<file path="src/rtl/neopixel_pkg.sv">
// ---------------------------------------------------------------------------
// neopixel_pkg
// Shared definitions for the NeoPixel pixel path: the frame sync marker,
// the pixel word width, the frame-parser state encodings and the GRB byte
// lane layout. The WS2812 output driver uses the same lane constants, so a
// pixel word written by the parser and read by the driver has one layout.
// ---------------------------------------------------------------------------
package neopixel_pkg;

  // Frame start marker on the wire.
  localparam logic [7:0] SYNC_BYTE_DEFAULT = 8'hA5;

  // Width of one pixel word in pixel memory.
  localparam int PIXEL_W = 24;

  // Frame parser state encodings.
  localparam logic [1:0] ST_IDLE  = 2'd0;
  localparam logic [1:0] ST_LEN   = 2'd1;
  localparam logic [1:0] ST_COLOR = 2'd2;
  localparam logic [1:0] ST_DONE  = 2'd3;

  // Byte lanes inside a pixel word: {G,R,B}, G in the top byte.
  localparam int GRB_G_LANE = 2;
  localparam int GRB_R_LANE = 1;
  localparam int GRB_B_LANE = 0;

  // Build a pixel word from its three colour bytes.
  function automatic logic [PIXEL_W-1:0] pack_grb(input logic [7:0] g,
                                                   input logic [7:0] r,
                                                   input logic [7:0] b);
    logic [PIXEL_W-1:0] p;
    p = '0;
    p[GRB_G_LANE*8 +: 8] = g;
    p[GRB_R_LANE*8 +: 8] = r;
    p[GRB_B_LANE*8 +: 8] = b;
    return p;
  endfunction

endpackage

</file>
<file path="src/rtl/byte_timeout.sv">
// ---------------------------------------------------------------------------
// byte_timeout
// Inter-byte watchdog. A down-counter that reloads to TIMEOUT_CLKS-1 while
// disabled or whenever a byte strobe arrives, and counts down while enabled.
// o_expired is high for the cycle in which the count sits at zero with no
// byte strobe present; a strobe in that same cycle wins and reloads instead.
//
// Ports:
//   i_clk      system clock, rising edge
//   i_reset    synchronous reset, active-high (reloads the counter)
//   i_enable   count only while high (parser is inside a frame)
//   i_clear    byte strobe, reloads the counter
//   o_expired  one-cycle expiry indication
// ---------------------------------------------------------------------------
module byte_timeout #(
  parameter int TIMEOUT_CLKS = 12000
) (
  input  logic i_clk,
  input  logic i_reset,
  input  logic i_enable,
  input  logic i_clear,
  output logic o_expired
);

  localparam int CNT_W = (TIMEOUT_CLKS > 1) ? $clog2(TIMEOUT_CLKS) : 1;
  localparam logic [CNT_W-1:0] LOAD_VAL = CNT_W'(TIMEOUT_CLKS - 1);

  logic [CNT_W-1:0] r_cnt;

  always_ff @(posedge i_clk) begin
    if (i_reset || !i_enable || i_clear) begin
      r_cnt <= LOAD_VAL;
    end else if (r_cnt != '0) begin
      // Parks at zero; the parser leaves the frame on expiry, which reloads.
      r_cnt <= r_cnt - CNT_W'(1);
    end
  end

  assign o_expired = i_enable && !i_clear && (r_cnt == '0);

endmodule

</file>
<file path="src/rtl/neopixel_frame_parser.sv">
// ---------------------------------------------------------------------------
// neopixel_frame_parser
// Consumes the UART receiver's byte stream and parses frames of the form
//   SYNC_BYTE, N, then N pixels of three bytes each in G, R, B order.
// Each completed pixel is written to pixel memory one clock after its B byte.
// A one-cycle frame-done pulse follows the final write. A bad length byte
// (0 or more than MAX_PIXELS) or an inter-byte timeout inside a frame aborts
// the frame with a one-cycle error pulse; pixels already written remain.
//
// Handshake: i_rx_valid is a one-cycle strobe; i_rx_byte is meaningful only
// while it is high. There is no back-pressure: a strobe seen in DONE is
// dropped, which the UART's minimum character spacing makes harmless.
//
// Ports:
//   i_clk, i_reset   clock and synchronous active-high reset
//   i_rx_byte        received byte
//   i_rx_valid       byte strobe
//   o_wr_en          pixel memory write strobe
//   o_wr_addr        pixel index written (held when o_wr_en=0)
//   o_wr_data        pixel word {G,R,B}   (held when o_wr_en=0)
//   o_frame_done     one-cycle pulse, whole frame written
//   o_err            one-cycle pulse, frame aborted
// ---------------------------------------------------------------------------
module neopixel_frame_parser
  import neopixel_pkg::*;
#(
  parameter int         MAX_PIXELS   = 64,
  parameter int         ADDR_W       = 6,
  parameter logic [7:0] SYNC_BYTE    = SYNC_BYTE_DEFAULT,
  parameter int         TIMEOUT_CLKS = 12000
) (
  input  logic               i_clk,
  input  logic               i_reset,
  input  logic [7:0]         i_rx_byte,
  input  logic               i_rx_valid,
  output logic               o_wr_en,
  output logic [ADDR_W-1:0]  o_wr_addr,
  output logic [PIXEL_W-1:0] o_wr_data,
  output logic               o_frame_done,
  output logic               o_err
);

  localparam logic [7:0] MAX_N = 8'(MAX_PIXELS);
  // Common width for comparing the pixel index against the latched length.
  localparam int CMP_W = (ADDR_W > 8) ? ADDR_W : 8;

  logic [1:0]         r_state;
  logic [7:0]         r_len;
  logic [ADDR_W-1:0]  r_pix_idx;
  logic [1:0]         r_byte_cnt;
  logic [15:0]        r_gr;        // G and R bytes of the pixel in flight
  logic               r_wr_en;
  logic [ADDR_W-1:0]  r_wr_addr;
  logic [PIXEL_W-1:0] r_wr_data;
  logic               r_frame_done;
  logic               r_err;

  logic w_timer_en;
  logic w_expired;
  logic w_len_bad;
  logic w_last_pixel;

  assign w_timer_en   = (r_state == ST_LEN) || (r_state == ST_COLOR);
  assign w_len_bad    = (i_rx_byte == 8'd0) || (i_rx_byte > MAX_N);
  assign w_last_pixel = (CMP_W'(r_pix_idx) == (CMP_W'(r_len) - CMP_W'(1)));

  byte_timeout #(
    .TIMEOUT_CLKS (TIMEOUT_CLKS)
  ) u_byte_timeout (
    .i_clk     (i_clk),
    .i_reset   (i_reset),
    .i_enable  (w_timer_en),
    .i_clear   (i_rx_valid),
    .o_expired (w_expired)
  );

  always_ff @(posedge i_clk) begin
    if (i_reset) begin
      r_state      <= ST_IDLE;
      r_len        <= 8'd0;
      r_pix_idx    <= '0;
      r_byte_cnt   <= 2'd0;
      r_gr         <= 16'd0;
      r_wr_en      <= 1'b0;
      r_wr_addr    <= '0;
      r_wr_data    <= '0;
      r_frame_done <= 1'b0;
      r_err        <= 1'b0;
    end else begin
      // Strobes default low; address/data hold their last value.
      r_wr_en      <= 1'b0;
      r_frame_done <= 1'b0;
      r_err        <= 1'b0;

      case (r_state)
        ST_IDLE: begin
          if (i_rx_valid && (i_rx_byte == SYNC_BYTE)) begin
            r_state <= ST_LEN;
          end
        end

        ST_LEN: begin
          if (i_rx_valid) begin
            if (w_len_bad) begin
              r_state <= ST_IDLE;
              r_err   <= 1'b1;
            end else begin
              r_len      <= i_rx_byte;
              r_pix_idx  <= '0;
              r_byte_cnt <= 2'd0;
              r_state    <= ST_COLOR;
            end
          end else if (w_expired) begin
            r_state <= ST_IDLE;
            r_err   <= 1'b1;
          end
        end

        ST_COLOR: begin
          if (i_rx_valid) begin
            // A sync-valued byte here is ordinary colour data.
            if (r_byte_cnt == 2'd2) begin
              r_byte_cnt <= 2'd0;
              r_wr_en    <= 1'b1;
              r_wr_addr  <= r_pix_idx;
              r_wr_data  <= pack_grb(r_gr[15:8], r_gr[7:0], i_rx_byte);
              r_pix_idx  <= r_pix_idx + ADDR_W'(1);
              if (w_last_pixel) begin
                r_state <= ST_DONE;
              end
            end else begin
              r_gr       <= {r_gr[7:0], i_rx_byte};
              r_byte_cnt <= r_byte_cnt + 2'd1;
            end
          end else if (w_expired) begin
            r_state <= ST_IDLE;
            r_err   <= 1'b1;
          end
        end

        ST_DONE: begin
          // Any byte strobe in this cycle is dropped.
          r_frame_done <= 1'b1;
          r_state      <= ST_IDLE;
        end

        default: begin
          r_state <= ST_IDLE;
        end
      endcase
    end
  end

  assign o_wr_en      = r_wr_en;
  assign o_wr_addr    = r_wr_addr;
  assign o_wr_data    = r_wr_data;
  assign o_frame_done = r_frame_done;
  assign o_err        = r_err;

endmodule

</file>
<file path="config.mk">
export PLATFORM = sky130hd
export DESIGN_NAME = neopixel_frame_parser
export DESIGN_NICKNAME = d
export VERILOG_FILES = /design/src/rtl/neopixel_pkg.sv /design/src/rtl/byte_timeout.sv /design/src/rtl/neopixel_frame_parser.sv
export SDC_FILE = /design/constraint.sdc
export NUM_CORES = 1
export LEC_CHECK = 0
export ABC_AREA = 1
export BUFFER_PORTS_ARGS = -buffer_cell sky130_fd_sc_hd__buf_4
export CORE_ASPECT_RATIO = 0.5
export CORE_MARGIN = 5
export CORE_UTILIZATION = 35
export CTS_CLUSTER_DIAMETER = 30
export DETAILED_ROUTE_END_ITERATION = 6
export PLACE_DENSITY_LB_ADDON = 0.12
export SYNTH_ARGS = -nofsm -noshare
export SYNTH_HDL_FRONTEND = slang
export SYNTH_SLANG_ARGS = --single-unit
</file>
<file path="constraint.sdc">
create_clock -name i_clk -period 2.08 [get_ports i_clk]
set_input_delay 0.312 -clock i_clk [delete_from_list [all_inputs] [get_ports i_clk]]
set_output_delay 0.312 -clock i_clk [all_outputs]
set_load 0.005 [all_outputs]
</file>
; ---- Word-level counts from Yosys, hierarchy flattened
; Index checks and enable logic that the tools add are counted.
[totals]
register_bits = 81
output_inout_bits = 33
word_cells = 79
input_bits = 11
[op_classes]
n_reduce_logical = 21
addsub = 4
bitwise_logic = 4
muxes = 25
eq_ne = 13
order_cmp = 1
[op_table]
columns = cell, count
row1 = $mux 6, 4
row2 = $mux 2, 11
row3 = $logic_not 14->1, 1
row4 = $reduce_bool 14->1, 1
row5 = $sub 14x1->14 const B, 1
row6 = $pmux 6 s2, 1
row7 = $reduce_and 3->1, 4
row8 = $eq 6x8->1, 1
row9 = $eq 8x8->1 const B, 1
row10 = $gt 8x7->1 const B, 1
row11 = $logic_not 8->1, 1
row12 = $ne 2x2->1 const B, 4
row13 = $pmux 2 s4, 1
row14 = $sub 8x1->8 const B, 1
row15 = $add 6x1->6 const B, 1
row16 = $eq 2x2->1 const B, 3
row17 = $mux 1, 6
row18 = $reduce_and 5->1, 1
row19 = $logic_or 1x1->1, 4
row20 = $not 1->1, 4
row21 = $pmux 2 s2, 1
row22 = $reduce_and 4->1, 1
row23 = $logic_and 1x1->1, 3
row24 = $ne 3x2->1 const B, 1
row25 = other kinds (9), 10

; ---- Depth between registers and ports, before layout
[logic_depth]
ltp_word = 7
depth_mapped = 14

; ---- Cells and area by module
; A second synthesis with hierarchy kept.
[unflattened]
hier_cells = 521
area_unflattened_um2 = 3777.4
[by_module_without_submodules]
columns = mod, instances, cells_each, area_each_um2, seq_area_each_um2
row1 = neopixel_frame_parser, 1, 402, 2980.4, 1341.3
row2 = byte_timeout, 1, 119, 797.0, 280.3

; ---- Worst setup path before layout
; OpenSTA, ideal clock, no wires.
[synth_path]
path_type = register to register
startpoint = reg r_state[0]
endpoint = reg r_wr_addr[5], in the netlist o_wr_addr[5]
setup_time_ps = 116
stages_incl_launch_ff = 10
setup_slack_ps = 472
arrival_time_ps = 1492
cell_sequence = dfxtp_1 -> inv_1 -> ha_1 -> clkbuf_2 -> nand2_1 -> nor2_2 -> inv_2 -> clkbuf_1 -> nor2_1 -> nor2_1
[synth_between]
elab_chain_cells = 2
[synth_rtl]
columns = element, line
row1 = from (decl), neopixel_frame_parser.sv:47  ; logic [1:0] r_state;
row2 = from (signal assigned), neopixel_frame_parser.sv:79  ; r_state <= ST_IDLE;
row3 = from (signal assigned), neopixel_frame_parser.sv:98  ; r_state <= ST_LEN;
row4 = from (signal assigned), neopixel_frame_parser.sv:105  ; r_state <= ST_IDLE;
row5 = $eq 2x2->1, neopixel_frame_parser.sv:95  ; case (r_state)
row6 = $reduce_and 3->1 (no source line), n/a
row7 = to (signal assigned), neopixel_frame_parser.sv:125  ; r_wr_addr <= r_pix_idx;
row8 = to (decl), neopixel_frame_parser.sv:53  ; logic [ADDR_W-1:0] r_wr_addr;
; Every way passes these cells.
; A chain may end at the register's enable or synchronous reset.

; ---- Worst setup path after layout
[layout_path]
startpoint = reg r_state[0]
endpoint = reg r_pix_idx[3]
[layout_between]
elab_chain_cells = 3
word_cells_on_any_way = 9
[layout_rtl]
columns = element, line
row1 = $eq 2x2->1 / $eq 2x1->1 (equally long branches), neopixel_frame_parser.sv:95
row2 = $ne 2x1->1 (no source line) (tied with other cells), n/a
row3 = $reduce_and 5->1 (no source line), n/a
row4 = to (signal assigned), neopixel_frame_parser.sv:127  ; r_pix_idx <= r_pix_idx + ADDR_W'(1);
row5 = to (decl), neopixel_frame_parser.sv:49  ; logic [ADDR_W-1:0] r_pix_idx;
; Several ways; a longest one is shown, not always the timed one.

==> results.md <==
* Cell type group with the largest total delay on the critical path: simple AND/OR/NAND/NOR gates
* Cell internal power dissipation at 2.87 mW
* Post-synthesis sequential area ratio at 0.459
* Fraction of power spent switching nets at 0.281
* Worst-path cell with the longest stage delay: dfxtp_1
* Final critical-path share of the clock period at 0.860
* Number of instances in the synthesized netlist at 486
* Slew at the pin closest to its max-slew limit at 0.531 ns
* Type of the worst setup path: reg2reg
* Unrepaired setup endpoints after global routing: no
* Series of cell instances along the critical path: inv_1 -> ha_1 -> nor2_1 -> nor2_1 -> nand3_2 -> o21ai_0 -> a21oi_1
* Delay contributed by the slowest stage of the critical path at between 0.3 and 0.4 ns
* Critical Path Sink: r_pix_idx[3]
* Post-synthesis cell type with the largest combined area: dfxtp_1
* Number of buffers inserted by port buffering at 43
* Die area at between 10000 and 15000 sq um
* Final Hold Fails at 0
* Vias in the first global route at between 2000 and 3000
* Worst setup EP type: flop
* Maximum net fanout on the critical path at 9
* Congestion Overflow GR at 0
* Number of distinct library cell variants in the gate-level netlist after synthesis at 30
* Clock-pin slew of the registers on the worst-case setup and hold paths at around 0.06 ns
* Power consumption at 4.00 mW
* Multi-input gate area at 1660 sq um
* Detailed Routing Iterations Pass 1 at 4
* Number of violations of the max-capacitance limit at 0
* Startpoint of the worst-slack reg-to-reg timing path: r_state[0]
* Final Critical Period at approximately 1.8 ns
* Area Growth Syn to Fin at 20.9%
* Cell area after synthesis at 3540 sq um
* Count of cells along the worst register-to-register path at 7
* Final setup violation count at 0
* Worst skew pair latency at 0.34 ns
* Cell row count at 25
* Post-CTS setup buffer count at 0
* # clock sinks at 81
* Initial core utilization at 0.367
* Maximum number of pins on one net before global-route repair at 61
* Worst flop-to-flop path endpoint: r_pix_idx[3]
* Drt initial violations at 161
* DRC at 0
* Worst hold-check path type: in2reg
* Count of hold buffers inserted by post-cts repair at 0
* Worst setup slack before clock tree synthesis at roughly 0.27 ns
* Logic depth of the worst setup path including buffers at 7
* Most common cell after layout, fill and taps aside: nor2_1
* Total CTS buffers at 9
* Type of element launching the critical path: flop
* Die boundary width at 152 microns
* Final worst-path setup slack at between 0.2 and 0.3 ns
* Placeable core area at about 9600 sq um
* Post-route insts no fill at 667
* Most frequent cell on the critical path: nor2_1
* Worst Hold Path Cells at 2
* Clock Skews at 0.00551 ns
* Count of inserted antenna diode cells at 0
* Maximum clock frequency at 0.559 GHz
* Layout cells sized above 1 at 0.133
* Detail Route Antenna Nets at 0
* Proportion of power drawn by the clock network at 0.396
* Portion of total power attributed to sequential cells at 0.444
* Maximum level of the CTS H-tree at 3
* Required @ worst endpoint at 2.30 ns
* Combined global-route utilization of all metal layers at 0.141
* Layout filler cell count at 1018
* Net count after synthesis at 506
* Final estimated routing congestion in global placement at 0.822
* Max-slew violation total from the final report at 0
* Static power due to leakage at about 2.0 nW
* Cell total after placement at 651
* Area occupied by registers at 1620 sq um
* Power density normalized to cell area at ~930 nW/um^2
* IR drop worst, VDD at 467 uV
* Mapped Avg Cell Area at between 7 and 8 sq um
* Resized cells post-CTS at 0
* Crit path from: r_state[0]
* Min-delay src: i_reset
* Synth Warn # at 0
* Register-to-register setup slack at 0.29 ns
* Worst-case clock buffer depth at 2
* Number of ports placed on the die boundary at 44
* Final total negative setup slack at 0 ns
* Part of the power in combinational logic at 0.159
* Die Span Y at 81.1 microns
* Wire length of the first global-routing pass at approximately 14000 microns
* Wirelength per Cell at 12.4 microns
* Headroom to the max-slew limit at 0.646
* DR vias at 3059
* Switching component of the power at between 1 and 1.5 mW
* Count of nets after finishing at 547
* Flops & latches, synth at 81
* Placed wire-length estimate after detailed placement at 5810 microns
* Run status: completed
* Synth top area cells: dfxtp_1, nor2_1, o21ai_0, nand2_1, a21oi_1
* Final Routed Wirelength at 8270 microns
* Commonest cells after routing, fill and taps aside: nor2_1, dfxtp_1, o21ai_0
* Fraction of synthesized cell area taken by the top area cell type at 0.459
* Via density per instance at 4.59
* Combined buffer and inverter count along the critical path at 1
* Library cell used as clock root buffer: clkbuf_16
* Arrival time worst endpoint at 2.01 ns
* Number of antenna violations at the first check in global routing at 0
* Clock tree from TritonCTS: built
==> Yosys cell counts <==
cell type and instances:
a21o_1 1, nor2_1 117, nand2_1 56, nand4_1 9
clkinv_1 2, o21ai_0 62, buf_2 5, nor2_2 2
o211ai_1 6, clkbuf_1 11, inv_2 2, xnor2_1 5
nand3b_1 2, nand3_1 22, nor3_1 6, o21ai_1 1
dfxtp_1 81, ha_1 9, nand2_2 1, o21ai_2 1
clkbuf_2 1, xor2_1 5, buf_6 2, inv_1 40
a211o_1 1, o22ai_1 1, nand3_2 1, a21oi_1 32
nor3b_1 1, or2_1 1
==> sequential cells by signal (all words and copies together), names as in the netlist, 2 cells and up <==
register              cells
u_byte_timeout.r_cnt     14
o_wr_data                24
r_gr                     16
r_byte_cnt                2
r_pix_idx                 6
r_state                   2
o_wr_addr                 6
r_len                     8
==> layout make-up <==
type | instances | share of cell area
clock inverter | 5 | 0.0129
tap | 135 | 0.0395
inverter | 44 | 0.0386
timing repair buffer | 49 | 0.0860
clock buffer | 11 | 0.0568
multi-input combinational | 342 | 0.387
sequential | 81 | 0.379
==> logic make-up (layout without fill, tap and decap cells) <==
family,after synthesis,after routing,synth area share
AND/OR/NAND/NOR,218,218,0.255
AO/OA/AOI/OAI,105,105,0.156
buffers and inverters,63,109,0.0732
XOR/XNOR,10,10,0.0248
flip-flops,81,81,0.459
adder cells (fa/ha/maj),9,9,0.0318
==> routing by layer <==
layer  up-vias  routed length, microns  track usage
li1       1667                       -            -
met1      1343                    4340        0.193
met2        40                    3530        0.215
met3         9                     306       0.0431
met4         0                     103       0.0457
met5         -                       0            0
==> power groups by stage <==
| stage | Sequential, mW | Clock (mW) | Combinational (mW) |
|---|---|---|---|
| 2_1_floorplan | 1.79 | 0 | 0.469 |
| 3_3_place_gp | 1.81 | 0 | 0.636 |
| 3_5_place_dp | 1.81 | 0 | 0.637 |
| 4_1_cts | 1.78 | 1.63 | 0.641 |
| 5_1_grt | 1.79 | 1.70 | 0.740 |
| 6_report | 1.78 | 1.58 | 0.636 |
==> how the worst min path moves through the flow <==
stage,to,slack (ns)
after floorplan,r_len[7],0.44
after detailed placement,r_len[7],0.46
after global routing,o_err,0.20
after CTS,r_pix_idx[2],0.19
after global placement,r_len[7],0.46
final,o_err,0.20
==> metrics by stage <==
step                hold slack [ns]  utilization  area [sq um]
floorplan                     0.442            -          3540
global placement              0.461        0.413          3980
detailed placement            0.463        0.413          3980
CTS                           0.191        0.444          4280
global route                  0.204        0.444          4280
finish                        0.202        0.444          4280
No activity file was read; power rests on OpenSTA's default activity.
